===== src/rtl/storage_access_arbiter_pkg.sv =====
// Shared types and storage timing constants for the chart/record storage arbiter.
package storage_access_arbiter_pkg;

    typedef enum logic [1:0] {
        ARB_IDLE   = 2'd0,
        ARB_ACCESS = 2'd1,
        ARB_DONE   = 2'd2
    } arb_state_t;

    localparam int STORAGE_ID_NONE = 0;
    localparam int STORAGE_RD_LAT  = 2;
    localparam int STORAGE_WR_LAT  = 1;

endpackage


===== src/rtl/storage_access_arbiter_rr_picker.sv =====
// Round-robin pick: first asserted request searching ptr, ptr+1, ... mod N_REQ.
// Latency: combinational.
// Backpressure: none; caller decides when to use the pick.
module storage_access_arbiter_rr_picker #(
    parameter int N_REQ = 4,
    parameter int PTR_W = 2
) (
    input  logic [N_REQ-1:0] req,
    input  logic [PTR_W-1:0] ptr,
    output logic [N_REQ-1:0] pick,
    output logic [PTR_W-1:0] pick_idx,
    output logic             any
);

    always_comb begin
        int               raw;
        logic [PTR_W-1:0] idx;
        pick     = '0;
        pick_idx = '0;
        any      = 1'b0;
        for (int k = 0; k < N_REQ; k++) begin
            // Explicit wrap so non-power-of-2 N_REQ never indexes past the last requester.
            raw = int'(ptr) + k;
            if (raw >= N_REQ) raw = raw - N_REQ;
            idx = PTR_W'(raw);
            if (!any && req[idx]) begin
                pick[idx] = 1'b1;
                pick_idx  = idx;
                any       = 1'b1;
            end
        end
    end

endmodule


===== src/rtl/storage_access_arbiter.sv =====
// Shares one storage port among N_REQ requesters, round-robin, one access at a time.
// Latency: gnt 1 cycle after req sampled in IDLE; done RD_LAT/WR_LAT after gnt (same cycle for id 0).
// Backpressure: requests wait at req until granted; no queueing beyond the single owner.
module storage_access_arbiter
    import storage_access_arbiter_pkg::*;
#(
    parameter int N_REQ  = 4,
    parameter int ID_W   = 8,
    parameter int DATA_W = 64,
    parameter int RD_LAT = STORAGE_RD_LAT,
    parameter int WR_LAT = STORAGE_WR_LAT
) (
    input  logic                          clk,
    input  logic                          sys_rst,
    input  logic [N_REQ-1:0]              req,
    input  logic [N_REQ-1:0]              we,
    input  logic [N_REQ-1:0][ID_W-1:0]    id,
    input  logic [N_REQ-1:0][DATA_W-1:0]  wdata,
    output logic [N_REQ-1:0]              gnt,
    output logic [N_REQ-1:0]              done,
    output logic                          err,
    output logic [DATA_W-1:0]             rdata,
    output logic                          busy,
    output logic [ID_W-1:0]               st_read_id,
    output logic [ID_W-1:0]               st_write_id,
    output logic [DATA_W-1:0]             st_wdata,
    input  logic [DATA_W-1:0]             st_rdata
);

    localparam int PTR_W   = (N_REQ > 1) ? $clog2(N_REQ) : 1;
    localparam int MAX_LAT = (RD_LAT > WR_LAT) ? RD_LAT : WR_LAT;
    localparam int CNT_W   = $clog2(MAX_LAT + 1);
    localparam logic [ID_W-1:0] ID_NONE = ID_W'(STORAGE_ID_NONE);

    arb_state_t        state;
    logic [PTR_W-1:0]  ptr;
    logic [CNT_W-1:0]  cnt;
    logic [N_REQ-1:0]  owner_oh;
    logic [PTR_W-1:0]  owner_idx;
    logic              we_q;
    logic              err_q;
    logic [ID_W-1:0]   id_q;
    logic [DATA_W-1:0] wdata_q;

    logic [N_REQ-1:0]  pick;
    logic [PTR_W-1:0]  pick_idx;
    logic              pick_any;

    storage_access_arbiter_rr_picker #(
        .N_REQ (N_REQ),
        .PTR_W (PTR_W)
    ) u_picker (
        .req      (req),
        .ptr      (ptr),
        .pick     (pick),
        .pick_idx (pick_idx),
        .any      (pick_any)
    );

    always_ff @(posedge clk or posedge sys_rst) begin
        if (sys_rst) begin
            state     <= ARB_IDLE;
            ptr       <= '0;
            cnt       <= '0;
            owner_oh  <= '0;
            owner_idx <= '0;
            we_q      <= 1'b0;
            err_q     <= 1'b0;
            id_q      <= '0;
            wdata_q   <= '0;
            gnt       <= '0;
            rdata     <= '0;
        end else begin
            gnt <= '0;
            case (state)
                ARB_IDLE: begin
                    if (pick_any) begin
                        owner_oh  <= pick;
                        owner_idx <= pick_idx;
                        we_q      <= we[pick_idx];
                        id_q      <= id[pick_idx];
                        wdata_q   <= wdata[pick_idx];
                        gnt       <= pick;
                        cnt       <= '0;
                        // id 0 means "no access": skip storage and report err with done.
                        if (id[pick_idx] == ID_NONE) begin
                            err_q <= 1'b1;
                            state <= ARB_DONE;
                        end else begin
                            err_q <= 1'b0;
                            state <= ARB_ACCESS;
                        end
                    end
                end
                ARB_ACCESS: begin
                    if (we_q) begin
                        if (cnt == CNT_W'(WR_LAT - 1)) begin
                            cnt   <= '0;
                            state <= ARB_DONE;
                        end else begin
                            cnt <= cnt + CNT_W'(1);
                        end
                    end else begin
                        if (cnt == CNT_W'(RD_LAT - 1)) begin
                            rdata <= st_rdata;
                            cnt   <= '0;
                            state <= ARB_DONE;
                        end else begin
                            cnt <= cnt + CNT_W'(1);
                        end
                    end
                end
                ARB_DONE: begin
                    ptr   <= (owner_idx == PTR_W'(N_REQ - 1)) ? '0 : owner_idx + PTR_W'(1);
                    state <= ARB_IDLE;
                end
                default: state <= ARB_IDLE;
            endcase
        end
    end

    assign done        = (state == ARB_DONE) ? owner_oh : '0;
    assign err         = (state == ARB_DONE) && err_q;
    assign busy        = (state != ARB_IDLE);
    assign st_read_id  = (state == ARB_ACCESS && !we_q) ? id_q : ID_NONE;
    assign st_write_id = (state == ARB_ACCESS &&  we_q) ? id_q : ID_NONE;
    assign st_wdata    = (state == ARB_ACCESS &&  we_q) ? wdata_q : '0;

endmodule


===== config.mk =====
export PLATFORM = sky130hd
export DESIGN_NAME = storage_access_arbiter
export DESIGN_NICKNAME = d
export VERILOG_FILES = /design/src/rtl/storage_access_arbiter_pkg.sv /design/src/rtl/storage_access_arbiter_rr_picker.sv /design/src/rtl/storage_access_arbiter.sv
export SDC_FILE = /design/constraint.sdc
export NUM_CORES = 1
export LEC_CHECK = 0
export CORE_AREA = 2 2 203 205
export CTS_CLUSTER_SIZE = 28
export DETAILED_ROUTE_END_ITERATION = 6
export DIE_AREA = 0 0 205 207
export GPL_TIMING_DRIVEN = 0
export PLACE_DENSITY = 0.51
export SLEW_MARGIN = 40
export SYNTH_ARGS = -nofsm -noshare
export SYNTH_HDL_FRONTEND = slang
export SYNTH_SLANG_ARGS = --single-unit

===== constraint.sdc =====
create_clock -name clk -period 8.5 [get_ports clk]
set_input_delay 1.275 -clock clk [delete_from_list [all_inputs] [get_ports clk]]
set_output_delay 1.275 -clock clk [all_outputs]
set_load 0.02 [all_outputs]

# Yosys cells after proc, flatten, opt, wreduce, memory -nomap -nowiden
# Index checks and enable logic that the tools add are counted.
[op_classes]
addsub = 9
bitwise = 4
muxes = 57
reduce_logical = 23
magnitude_cmp = 13
n_eq_ne = 7
[op_table]
columns = ["op", "n"]
rows = [
  ["$bmux W64 S2", 1],
  ["$mux W64", 2],
  ["$mux W2", 18],
  ["$mux W4", 7],
  ["$mux W8", 3],
  ["$bmux W8 S2", 1],
  ["$lt A2 B3 Y1 const B", 5],
  ["$mux W1", 14],
  ["$or A4 B4 Y4", 3],
  ["$bmux W1 S2", 5],
  ["$logic_and A1 B1 Y1", 10],
  ["$ge A3 B3 Y1 const B", 3],
  ["$demux W1 S2", 4],
  ["$ge A2 B1 Y1 const B", 4],
  ["$logic_not A8 Y1", 1],
  ["$pmux W2 S2", 2],
  ["$sub A2 B1 Y2 const B", 4],
  ["$add A2 B2 Y3 const B", 2],
  ["$ne A3 B3 Y1 const B", 2],
  ["$reduce_and A3 Y1", 2],
  ["$add A2 B1 Y2 const B", 2],
  ["$eq A2 B1 Y1 const B", 2],
  ["$eq A2 B2 Y1 const B", 2],
  ["$logic_not A1 Y1", 4],
  ["7 further kinds", 10],
]
[totals]
reg_bits = 154

# Longest topological paths before layout
# Gate-level depths: netlist (run 1).
[logic_depth]
word_depth = 20
depth_mapped = 14

# By module
# Synthesis (run 1) repeated with hierarchy kept, for this count alone.
[hier_totals]
cells_unflattened = 740
hier_area_um2 = 8555.7
[modules_own_cells]
columns = ["mod", "n_inst", "cells_per_inst", "area_per_inst_um2"]
rows = [
  ["storage_access_arbiter", 1, 695, 8134.1],
  ["storage_access_arbiter_rr_picker", 1, 45, 421.7],
]

# Least setup slack after synthesis (run 1)
# No wires, ideal clock.
[synth_path]
path_type = "input to register"
from = "input port req[2]"
to = "register err_q"
path_buffers = 1
path_slack_ps = 5019
cell_stages = 8
t_arrival_ps = 3361
setup_time_ps = 120
required_time_ps = 8380
cell_sequence = "mux4_2 nor4b_4 o21bai_4 and2_4 buf_6 mux2_2 o311a_1 a31o_1"
[synth_via]
elab_chain_cells = 16
elab_cells_between_ends = 27
[synth_rtl]
columns = ["element", "line", "rtl"]
rows = [
  ["start, declared", "storage_access_arbiter.sv:15", "input logic [N_REQ-1:0] req,"],
  ["$bmux W1 S2", "storage_access_arbiter_rr_picker.sv:26", "if (!any && req[idx]) begin"],
  ["$mux W1 (not written as such)", "storage_access_arbiter_rr_picker.sv:26", ""],
  ["$mux W1", "storage_access_arbiter_rr_picker.sv:26", ""],
  ["$logic_not A1 Y1", "storage_access_arbiter_rr_picker.sv:26", ""],
  ["$logic_and A1 B1 Y1", "storage_access_arbiter_rr_picker.sv:26", ""],
  ["$mux W1", "storage_access_arbiter_rr_picker.sv:26", ""],
  ["$logic_not A1 Y1", "storage_access_arbiter_rr_picker.sv:26", ""],
  ["$logic_and A1 B1 Y1", "storage_access_arbiter_rr_picker.sv:26", ""],
  ["$mux W1", "storage_access_arbiter_rr_picker.sv:26", ""],
  ["$logic_not A1 Y1", "storage_access_arbiter_rr_picker.sv:26", ""],
  ["$logic_and A1 B1 Y1", "storage_access_arbiter_rr_picker.sv:26", ""],
  ["$mux W2", "storage_access_arbiter_rr_picker.sv:26", ""],
  ["$bmux W8 S2", "storage_access_arbiter.sv:86", "if (id[pick_idx] == ID_NONE) begin"],
  ["$mux W8 (not written as such)", "storage_access_arbiter.sv:86", ""],
  ["$logic_not A8 Y1", "storage_access_arbiter.sv:86", ""],
  ["$mux W1", "storage_access_arbiter.sv:86", ""],
  ["end signal, assigned", "storage_access_arbiter.sv:68", "err_q <= 1'b0;"],
  ["end signal, assigned", "storage_access_arbiter.sv:87", "err_q <= 1'b1;"],
  ["end signal, assigned", "storage_access_arbiter.sv:90", "err_q <= 1'b0;"],
  ["end, declared", "storage_access_arbiter.sv:41", "logic err_q;"],
]
# Parallel ways exist; a longest one is shown, timed or not. The select of a mux whose other input is x is not followed.
# A chain may end at the register's enable or synchronous reset.

# Worst setup path in the final report (run 1)
[layout_path]
from = "register ptr[1]"
to = "register id_q[4]"
[layout_via]
elab_chain_cells = 16
elab_cells_between_ends = 40
[layout_rtl]
columns = ["element", "line", "rtl"]
rows = [
  ["start, declared", "storage_access_arbiter.sv:36", "logic [PTR_W-1:0] ptr;"],
  ["start signal, assigned", "storage_access_arbiter.sv:114", "ptr <= (owner_idx == PTR_W'(N_REQ - 1)) ? '0 : owner_idx + PTR_W'(1);"],
  ["branches (longest 16 deep; another with $add A2 B1 Y3)", "-", ""],
  ["end signal, assigned", "storage_access_arbiter.sv:81", "id_q <= id[pick_idx];"],
  ["end, declared", "storage_access_arbiter.sv:42", "logic [ID_W-1:0] id_q;"],
]
# Parallel ways; which one is timed is not known. The select of a mux whose other input is x is not followed.

==> results of run 1 <==
## state kept, by name (all words and copies together), names as in the netlist
| register | count |
|---|---|
| rdata | 64 |
| wdata_q | 64 |
| id_q | 8 |
| gnt | 4 |
| owner_oh | 4 |
| cnt | 2 |
| owner_idx | 2 |
| ptr | 2 |
| state | 2 |
| err_q | 1 |
| we_q | 1 |
## power breakdown
| part | switching [mW] | internal (mW) | total, mW | leakage [nW] |
|---|---|---|---|---|
| logic | 2.27 | 1.60 | 3.87 | 4.69 |
| clock network | 0.329 | 0.587 | 0.916 | 0.331 |
| registers | 0.177 | 1.11 | 1.28 | 1.90 |
| total | 2.78 | 3.29 | 6.08 | 6.92 |
## routing by layer
layer	vias up	global-route usage	wire, um
met5	-	0	13
met4	2	0.0613	726
met3	33	0.0601	3710
met2	393	0.369	22500
met1	4615	0.243	18000
li1	4728	-	-
## layout make-up
type                    count  area (um2)
clock buffers              20         447
multi-input cells         828        4920
well taps                 532         666
fillers                  4149       24600
inverters                  10        45.0
clock inverters            11         240
flip-flops and latches    154        3850
plain buffers              83         362
diodes                      6        15.0
repair buffers            517        5210
## cell families after synthesis
kind of cell             count (synthesis)  share of synthesized area
AND/OR/NAND/NOR                        621                      0.323
multiplexers                            80                      0.102
adder cells (fa/ha/maj)                 12                     0.0164
AO/OA/AOI/OAI                          115                     0.0956
flip-flops                             154                      0.420
buffers and inverters                   93                     0.0434
## worst reg2reg max path, stage by stage, from the launching register on
cell and delay [ps]:
dfrtp_1 430, clkbuf_1 330, inv_1 210, ha_1 440, mux4_2 670, nor2b_1 140, buf_2 210, o211a_1 160
buf_2 310, buf_2 400, clkbuf_1 600, nand2_1 120, nand3_1 150, nand2_1 90, o21ai_0 150
## worst paths after layout
path | startpoint | to | slack (ps) | depth (start not counted)
min | wdata_q[7]$_DFFE_PP0P_ | wdata_q[7]$_DFFE_PP0P_ | 470 | 2
min in group asynchronous | sys_rst | rdata[15]$_DFFE_PP0P_ | 1220 | 2
max in group asynchronous | sys_rst | wdata_q[56]$_DFFE_PP0P_ | 6570 | 3
max | ptr[1]$_DFFE_PP0N_ | id_q[4]$_DFFE_PP0P_ | 4030 | 14
max reg2reg | ptr[1]$_DFFE_PP0N_ | id_q[4]$_DFFE_PP0P_ | 4030 | 14
min reg2reg | wdata_q[7]$_DFFE_PP0P_ | wdata_q[7]$_DFFE_PP0P_ | 470 | 2
## cell usage after synthesis, drive strengths merged, types with 2 or more instances
library cell	n
nand2	362
dfrtp	154
and3	130
and2	89
mux2	68
o31ai	65
clkbuf	56
buf	27
nor2	15
o21ai	13
ha	12
inv	10
nand3	10
mux2i	8
a21o	5
a221oi	4
a22oi	4
a31o	4
mux4	4
a211oi	3
a21boi	3
nor4	3
or4	3
nor2b	2
nor3	2
o211ai	2
o21bai	2
o22ai	2
## per-stage QoR
stage                     hold WS, ps  area [um2]  instances  worst slack, ps
after floorplan                   440        9170       1075             3080
after global placement            453       15000       2122              238
after detailed placement          457       15100       2124             3590
after CTS                         473       15700       2155             3830
after global routing              493       15800       2160             3720
final                             467       15800       2161             4030
==> flow_summary.yaml, run 1 <==
timing:
  max_slew.worst_pin.slew_ps: 793
  grt_setup_unrepaired: "no"
  hold_viol_final: 0
  slew_headroom: 0.472
  setup_viol: 0
  max_freq_ghz: 0.223
  post-route-period-util: 0.526
  skew_ps: 8.52
  setup_tns_ps: 0
  period_needed_ps: 4470
  final_max_slew_viol_count: 0
power:
  power_density_nw_per_um2: 386
  irDropWorstVdd_v: 0.000222
  power_mw: 6.08
  p_leak_nw: 6.92
global_routing:
  grt_pass1_vias: 10100
  antenna_found_initial: 6
  overflow: 0
  grt_pass1_wl_mm: 64.6
  grt_util_all_layers: 0.209
  grt_max_degree: 73
drt:
  drt_wl_total_mm: 45.0
  routedWlPerCell_um: 20.8
  vias_per_cell: 4.52
  dr_total_vias: 9771
  firstDrtPassIters: 5
  drc: 0
  drt_iter0_drc: 419
  antenna_left: 0
floorplan:
  io-pin-count: 516
  dieArea_um2: 42400
  core_um2: 40400
  rows: 74
  start_util: 0.227
  die_y_um: 207
  dieWidth_um: 205
worst_hold_path:
  hold_class: "reg2reg"
place:
  gp_congestion: 0.909
  hpwl_mm: 36.0
  io_buffers: 515
clock_network:
  cts_tree: "yes"
  htreeDepth: 4
  cts_setup_buffers: 0
  numCtsBuffers: 17
  cts_hold_buf: 0
  clkTransAtPathRegs_ps: 70
  clockRootBuffer: "clkbuf_16"
  clk_latency_ps: 450
  clock_sinks: 154
  cts_buffer_depth: 2
  cts_resized: 0
critical_path:
  worstSetupPathType: "reg2reg"
  path_buf_inv: 6
  cp_top_family: "buffers and inverters"
  cp_max_fo: 10
  critPathMaxStageDelay_ps: 660
  critPathLaunchType: "register"
  cp-end-kind: "register"
  path_cells: "clkbuf_1, inv_1, ha_1, mux4_2, nor2b_1, buf_2, o211a_1, buf_2, buf_2, clkbuf_1, nand2_1, nand3_1, nand2_1, o21ai_0"
  required_ps: 8870
  cp.arrival_ps: 4840
  critPathSlowestCell: "mux4_2"
  path_common_cell: "buf_2"
logic_synthesis:
  async_reset_ff_frac: 1.00
  ys_types: 49
  synth_edf_count: 0
  synth_top_area_frac: 0.420
  yosysWarningCount: 0
  yosysTopAreaCell: "dfrtp_1"
  synth-main-ff-cell: "dfrtp_1"
  synth_area_leaders: "dfrtp_1, nand2_1, and3_1"
  synth-seq-cells: 154
  syn_area_um2: 9170
  syn_inst: 1075
  syn-num-nets: 1449
  synth_area_per_cell_um2: 8.53
  yosysSeqAreaShare: 0.420
run:
  cap_violations: 0
final_layout:
  final_common_cell: "clkdlybuf4s50_1"
  finalCoreUtilization: 0.390
  syn2layout_area_growth_pct: 71.8
  nets: 1985
  mostFrequentLayoutCells: "clkdlybuf4s50_1, nand2_1, dfrtp_1, and3_1, and2_1"
  drive_gt1_frac: 0.0850
status:
  status: "finished, final reports clean"
(Power assumes the default switching activity.)
==> run 2: changes to the inputs <==
--- a/config.mk
+++ b/config.mk
@@ -10,7 +10,7 @@
 export DETAILED_ROUTE_END_ITERATION = 6
 export DIE_AREA = 0 0 205 207
 export GPL_TIMING_DRIVEN = 0
-export PLACE_DENSITY = 0.51
+export PLACE_DENSITY = 0.53
 export SLEW_MARGIN = 40
 export SYNTH_ARGS = -nofsm -noshare
 export SYNTH_HDL_FRONTEND = slang
==> constraint.sdc (replaced) <==
create_clock -name clk -period 4.1 [get_ports clk]
set_input_delay 0.615 -clock clk [delete_from_list [all_inputs] [get_ports clk]]
set_output_delay 0.615 -clock clk [all_outputs]
set_load 0.02 [all_outputs]
==> run 2 against run 1 <==
  * Clock skew decreased by 1.4 ps
  * Sequential power increased by 110%
  * Clock power increased by 67%
  * Register-to-register slack got worse by 3800 ps
  * First-iteration DRC count increased by 5.3%
  * Non-clock buffer count increased by 6
  * Combinational power increased by 110%
  * Power increased by 100%
  * Critical path depth decreased by 3
  * Die area unchanged
  * Largest power group unchanged
  * Highest routed layer unchanged
==> flow_summary.yaml, run 2 (same netlist as run 1, synthesis figures left out) <==
place:
  hpwl_mm: 36.7
  gp_congestion: 0.895
  io_buffers: 515
  placed_cell_area_um2: 15200
power:
  p_int_mw: 6.48
  clock_power_share: 0.125
  power_density_nw_per_um2: 774
  p_leak_nw: 6.97
  p_comb_frac: 0.656
  sequentialPowerShare: 0.219
  power_mw: 12.2
  power.switching_mw: 5.74
  switching_share: 0.470
  irDropWorstVdd_v: 0.000352
drt:
  drt_wl_total_mm: 44.5
  dr_total_vias: 9757
  wl_met1_mm: 17.8
  antenna_left: 0
  highest_layer: "met5"
  drt_iter0_drc: 441
  wl_met3_mm: 3.45
  drc: 0
  vias_per_cell: 4.50
  routedWlPerCell_um: 20.5
  met2WireLength_mm: 22.2
  firstDrtPassIters: 4
floorplan:
  start_util: 0.227
  core_um2: 40400
  rows: 74
  io-pin-count: 516
  die_y_um: 207
  dieWidth_um: 205
  dieArea_um2: 42400
clock_network:
  clk_latency_ps: 440
  clock_sinks: 154
  cts_buffer_depth: 2
  cts_tree: "yes"
  numCtsBuffers: 17
  clockRootBuffer: "clkbuf_16"
  clkTransAtPathRegs_ps: 70
  cts_hold_buf: 0
  htreeDepth: 4
run:
  cap_violations: 0
critical_path:
  ff2ff_path_depth: 11
  critPathSlowestCell: "mux4_2"
  critPathMaxStageDelay_ps: 660
  cp_max_fo: 10
  path_buf_inv: 3
  worstSetupPathType: "reg2reg"
  cp.arrival_ps: 4200
  path_common_cell: "buf_6"
  path_cells: "buf_6, inv_1, ha_1, mux4_2, nor4b_4, o21bai_4, and2_4, buf_6, mux2_2, o311a_1, a31o_1"
  required_ps: 4420
  cp-end-kind: "register"
  cp_top_family: "multiplexers"
  critPathLaunchType: "register"
  crit_cells: 11
global_routing:
  grt_util_all_layers: 0.205
  antenna_found_initial: 7
  grt_pass1_vias: 10200
  grt_pass1_wl_mm: 64.1
  grt_max_degree: 26
  overflow: 0
final_layout:
  mostFrequentLayoutCells: "clkdlybuf4s50_1, nand2_1, dfrtp_1, and3_1, and2_1"
  top_regs: "rdata: 64 flops, wdata_q: 64 flops, id_q: 8 flops"
  design_area_um2: 15800
  nets: 1991
  final_common_cell: "clkdlybuf4s50_1"
  syn2layout_area_growth_pct: 72.2
  drive_gt1_frac: 0.101
status:
  status: "finished, final reports clean"
timing:
  hold_viol_final: 0
  max_slew.worst_pin.slew_ps: 699
  max_freq_ghz: 0.258
  grt_setup_unrepaired: "no"
  post-route-period-util: 0.945
  setup_viol: 0
  period_needed_ps: 3880
  skew_ps: 7.13
  final_max_slew_viol_count: 0
  slew_headroom: 0.530
worst_hold_path:
  hold_class: "reg2reg"
  hold_depth: 2
[run 2: cell count changes in the layout (fill, tap and decap cells not counted), moves of 3 or more]
cell | previous run | this run
inv_6 | 1 | 5
clkinvlp_4 | 1 | 4
buf_4 | 0 | 3
bufinv_16 | 7 | 0
buf_1 | 4 | 0
clkbuf_2 | 2 | 14
clkbuf_1 | 56 | 42
buf_16 | 2 | 6
[run 2: worst reg2reg max path, stage by stage (launching register included)]
cell	delay [ps]
dfrtp_1	470
buf_6	200
inv_1	130
ha_1	420
mux4_2	660
nor4b_4	420
o21bai_4	260
and2_4	210
buf_6	190
mux2_2	400
o311a_1	160
a31o_1	230
[run 2: layout make-up]
cell class / instances / area, um2
Tap cell: 532 / 666
Inverter: 10 / 41.3
Antenna cell: 4 / 10.0
Fill cell: 4157 / 24600
Buffer: 82 / 384
Sequential cell: 154 / 3850
Clock buffer: 18 / 439
Clock inverter: 14 / 114
Timing Repair Buffer: 524 / 5370
Multi-Input combinational cell: 828 / 4920
[run 2: worst paths after layout]
kind	start	to	slack, ps
hold reg to reg	wdata_q[3]$_DFFE_PP0P_	wdata_q[3]$_DFFE_PP0P_	470
setup reg to reg	ptr[0]$_DFFE_PP0N_	err_q$_DFFE_PP0P_	220
hold / removal	wdata_q[3]$_DFFE_PP0P_	wdata_q[3]$_DFFE_PP0P_	470
min in group asynchronous	sys_rst	wdata_q[2]$_DFFE_PP0P_	520
setup / recovery	ptr[0]$_DFFE_PP0N_	err_q$_DFFE_PP0P_	220
max in group asynchronous	sys_rst	wdata_q[49]$_DFFE_PP0P_	2780
[run 2: metrics by stage]
stage	util	hold WS, ps	worst slack [ps]	instances	setup TNS, ps
6_report	0.391	467	223	2166	0
3_3_place_gp	0.372	453	-438	2122	-35260
3_5_place_dp	0.377	458	-534	2131	-24660
4_1_cts	0.391	474	58.8	2162	0
2_1_floorplan	-	440	665	1075	0
5_1_grt	0.391	490	10.9	2166	0
[run 2: timing repair]
| action | in CTS | in global routing |
|---|---|---|
| endpoints found under the hold margin | 0 | 0 |
| pin swaps | 0 | 1 |
| gates resized for setup | 17 | 3 |
| buffers inserted | 0 | 0 |
| endpoints found under the setup margin | 82 | 64 |
[run 2: metal layers]
metal | vias up | global-route usage
met3 | 48 | 0.0595
met2 | 372 | 0.367
met4 | 4 | 0.0705
met5 | - | 0
met1 | 4600 | 0.231
li1 | 4733 | -
[run 2: power by group through the flow]
stage | registers, mW | clock network (mW) | logic, mW
final | 2.68 | 1.53 | 8.01
after global routing | 2.77 | 1.65 | 8.82
after global placement | 2.67 | 0 | 8.04
after CTS | 2.68 | 1.59 | 8.18
after detailed placement | 2.70 | 0 | 8.13
after floorplan | 3.02 | 0 | 4.42
==> run 3: changes to the inputs <==
--- a/config.mk
+++ b/config.mk
@@ -9,7 +9,6 @@
 export CTS_CLUSTER_SIZE = 28
 export DETAILED_ROUTE_END_ITERATION = 6
 export DIE_AREA = 0 0 205 207
-export GPL_TIMING_DRIVEN = 0
 export PLACE_DENSITY = 0.53
 export SLEW_MARGIN = 40
 export SYNTH_ARGS = -nofsm -noshare
==> run 3 against run 2 <==
  * Die area did not move
  * Count of clock-buffer cells in the layout rose by 1
  * Power fell by 3.4%
  * Largest power group unchanged
  * Clock power rose by 3%
  * Final area fell by 1.8%
  * Highest routed layer unchanged
  * Core utilization fell by 0.72 points
  * Largest cell class unchanged
  * Fmax rose by 2.6%
  * Non-clock buffer count fell by 72
  * Sequential share of layout area rose by 0.45 points
==> flow_summary.yaml, run 3 (same netlist as run 1, synthesis figures left out) <==
status:
  status: "finished, final reports clean"
timing:
  post-route-period-util: 0.921
  holdWs_ps: 466
  final_max_slew_viol_count: 0
  setup_viol: 0
  setup_tns_ps: 0
  max_freq_ghz: 0.265
  period_needed_ps: 3780
  hold_viol_final: 0
  max_slew.worst_pin.slew_ps: 729
  slew_headroom: 0.510
  grt_setup_unrepaired: "no"
  skew_ps: 11.4
place:
  io_buffers: 515
  hpwl_mm: 30.4
  placed_cell_area_um2: 14900
  dp_cells: 2058
  gp_congestion: 0.867
global_routing:
  grt_util_all_layers: 0.181
  grt_pass1_wl_mm: 58.2
  overflow: 0
  grt_max_degree: 92
  antenna_found_initial: 2
  grt_pass1_vias: 9459
power:
  switching_share: 0.447
  power.switching_mw: 5.28
  p_int_mw: 6.53
  p_leak_nw: 6.81
  clock_power_share: 0.134
  sequentialPowerShare: 0.227
  irDropWorstVdd_v: 0.000626
  power_density_nw_per_um2: 761
  p_comb_frac: 0.639
floorplan:
  dieWidth_um: 205
  core_um2: 40400
  start_util: 0.227
  dieArea_um2: 42400
  rows: 74
  io-pin-count: 516
  die_y_um: 207
critical_path:
  critPathSlowestCell: "mux4_2"
  cp_top_family: "simple AND/OR/NAND/NOR gates"
  path_buf_inv: 2
  cp-end-kind: "register"
  r2r_slack_ps: 320
  worstSetupPathType: "reg2reg"
  required_ps: 4430
  critPathLaunchType: "register"
  path_cells: "inv_1, ha_1, mux4_2, nor3_2, nand3_1, nand2_2, buf_4, nor4_1, o311a_1, a31o_1"
  cp.arrival_ps: 4110
  critPathMaxStageDelay_ps: 650
  cp_max_fo: 39
drt:
  antenna_left: 0
  drt_iter0_drc: 464
  vias_per_cell: 4.51
  drc: 0
  dr_total_vias: 9425
  firstDrtPassIters: 5
  drt_wl_total_mm: 39.6
  routedWlPerCell_um: 19.0
final_layout:
  mostFrequentLayoutCells: "clkdlybuf4s50_1, nand2_1, dfrtp_1, and3_1, and2_1"
  syn2layout_area_growth_pct: 69.1
  final-seq-area_um2: 3850
  design_area_um2: 15500
  multi_input_area_um2: 4950
  final_common_cell: "clkdlybuf4s50_1"
  top_regs: "rdata: 64 flops, wdata_q: 64 flops, id_q: 8 flops"
  fin_cells: 2089
  nets: 1919
  drive_gt1_frac: 0.0874
  fillerInstances: 4145
clock_network:
  cts_setup_buffers: 0
  cts_tree: "yes"
  clk_latency_ps: 440
  clockRootBuffer: "clkbuf_16"
  htreeDepth: 4
  cts_resized: 0
  numCtsBuffers: 17
  cts_hold_buf: 0
  cts_buffer_depth: 2
  clkTransAtPathRegs_ps: 70
  clock_sinks: 154
worst_hold_path:
  hold_class: "reg2reg"
run:
  cap_violations: 0
## run 3: cell count changes in the layout (fill, tap and decap cells not counted), moves of 2 or more
| cell | before | now |
|---|---|---|
| clkbuf_2 | 14 | 0 |
| buf_4 | 3 | 9 |
| clkinv_2 | 2 | 4 |
| buf_2 | 20 | 0 |
| inv_6 | 5 | 1 |
| clkbuf_1 | 42 | 1 |
| diode_2 | 4 | 1 |
| buf_6 | 3 | 0 |
| buf_16 | 6 | 1 |
| clkinvlp_4 | 4 | 2 |
| bufinv_16 | 0 | 2 |
| buf_12 | 2 | 9 |
## run 3: cell type report
class	instances	area share
diodes	1	0.000161
clock buffers	19	0.0286
clock inverters	11	0.00790
inverters	10	0.00266
multi-input cells	828	0.319
flip-flops and latches	154	0.248
well taps	532	0.0429
repair buffers	534	0.350
## run 3: worst paths after layout
| path | startpoint | to | cells after the start |
|---|---|---|---|
| max | ptr[1]$_DFFE_PP0N_ | err_q$_DFFE_PP0P_ | 10 |
| min | wdata_q[3]$_DFFE_PP0P_ | wdata_q[3]$_DFFE_PP0P_ | 2 |
| max reg2reg | ptr[1]$_DFFE_PP0N_ | err_q$_DFFE_PP0P_ | 10 |
| min reg2reg | wdata_q[3]$_DFFE_PP0P_ | wdata_q[3]$_DFFE_PP0P_ | 2 |
| max in group asynchronous | sys_rst | ptr[0]$_DFFE_PP0N_ | 4 |
| min in group asynchronous | sys_rst | rdata[61]$_DFFE_PP0P_ | 3 |
## run 3: routing by layer
layer,global-route usage,share of wire,vias up
met1,0.216,0.41,4413
met3,0.0529,0.081,46
met4,0.0563,0.022,2
met5,0,0.00023,-
li1,-,-,4586
met2,0.313,0.48,378
## run 3: stage by stage
stage / power [mW] / setup WS (ps) / utilization
after global routing: 12.8 / 29.7 / 0.384
after detailed placement: 10.4 / 335 / 0.370
final: 11.8 / 322 / 0.384
after floorplan: 7.44 / 665 / -
after CTS: 12.0 / 310 / 0.384
after global placement: 10.3 / 388 / 0.369
## run 3: power groups by stage
stage / sequential, mW / clock, mW / combinational (mW)
2_1_floorplan: 3.02 / 0 / 4.42
3_3_place_gp: 2.69 / 0 / 7.61
3_5_place_dp: 2.73 / 0 / 7.67
4_1_cts: 2.70 / 1.65 / 7.68
5_1_grt: 2.79 / 1.71 / 8.30
6_report: 2.69 / 1.58 / 7.54
## run 3: tightest hold or removal path, stage by stage, from the launching register on
cell     delay, ps
dfrtp_1        330
nand2_1         50
o31ai_1         50
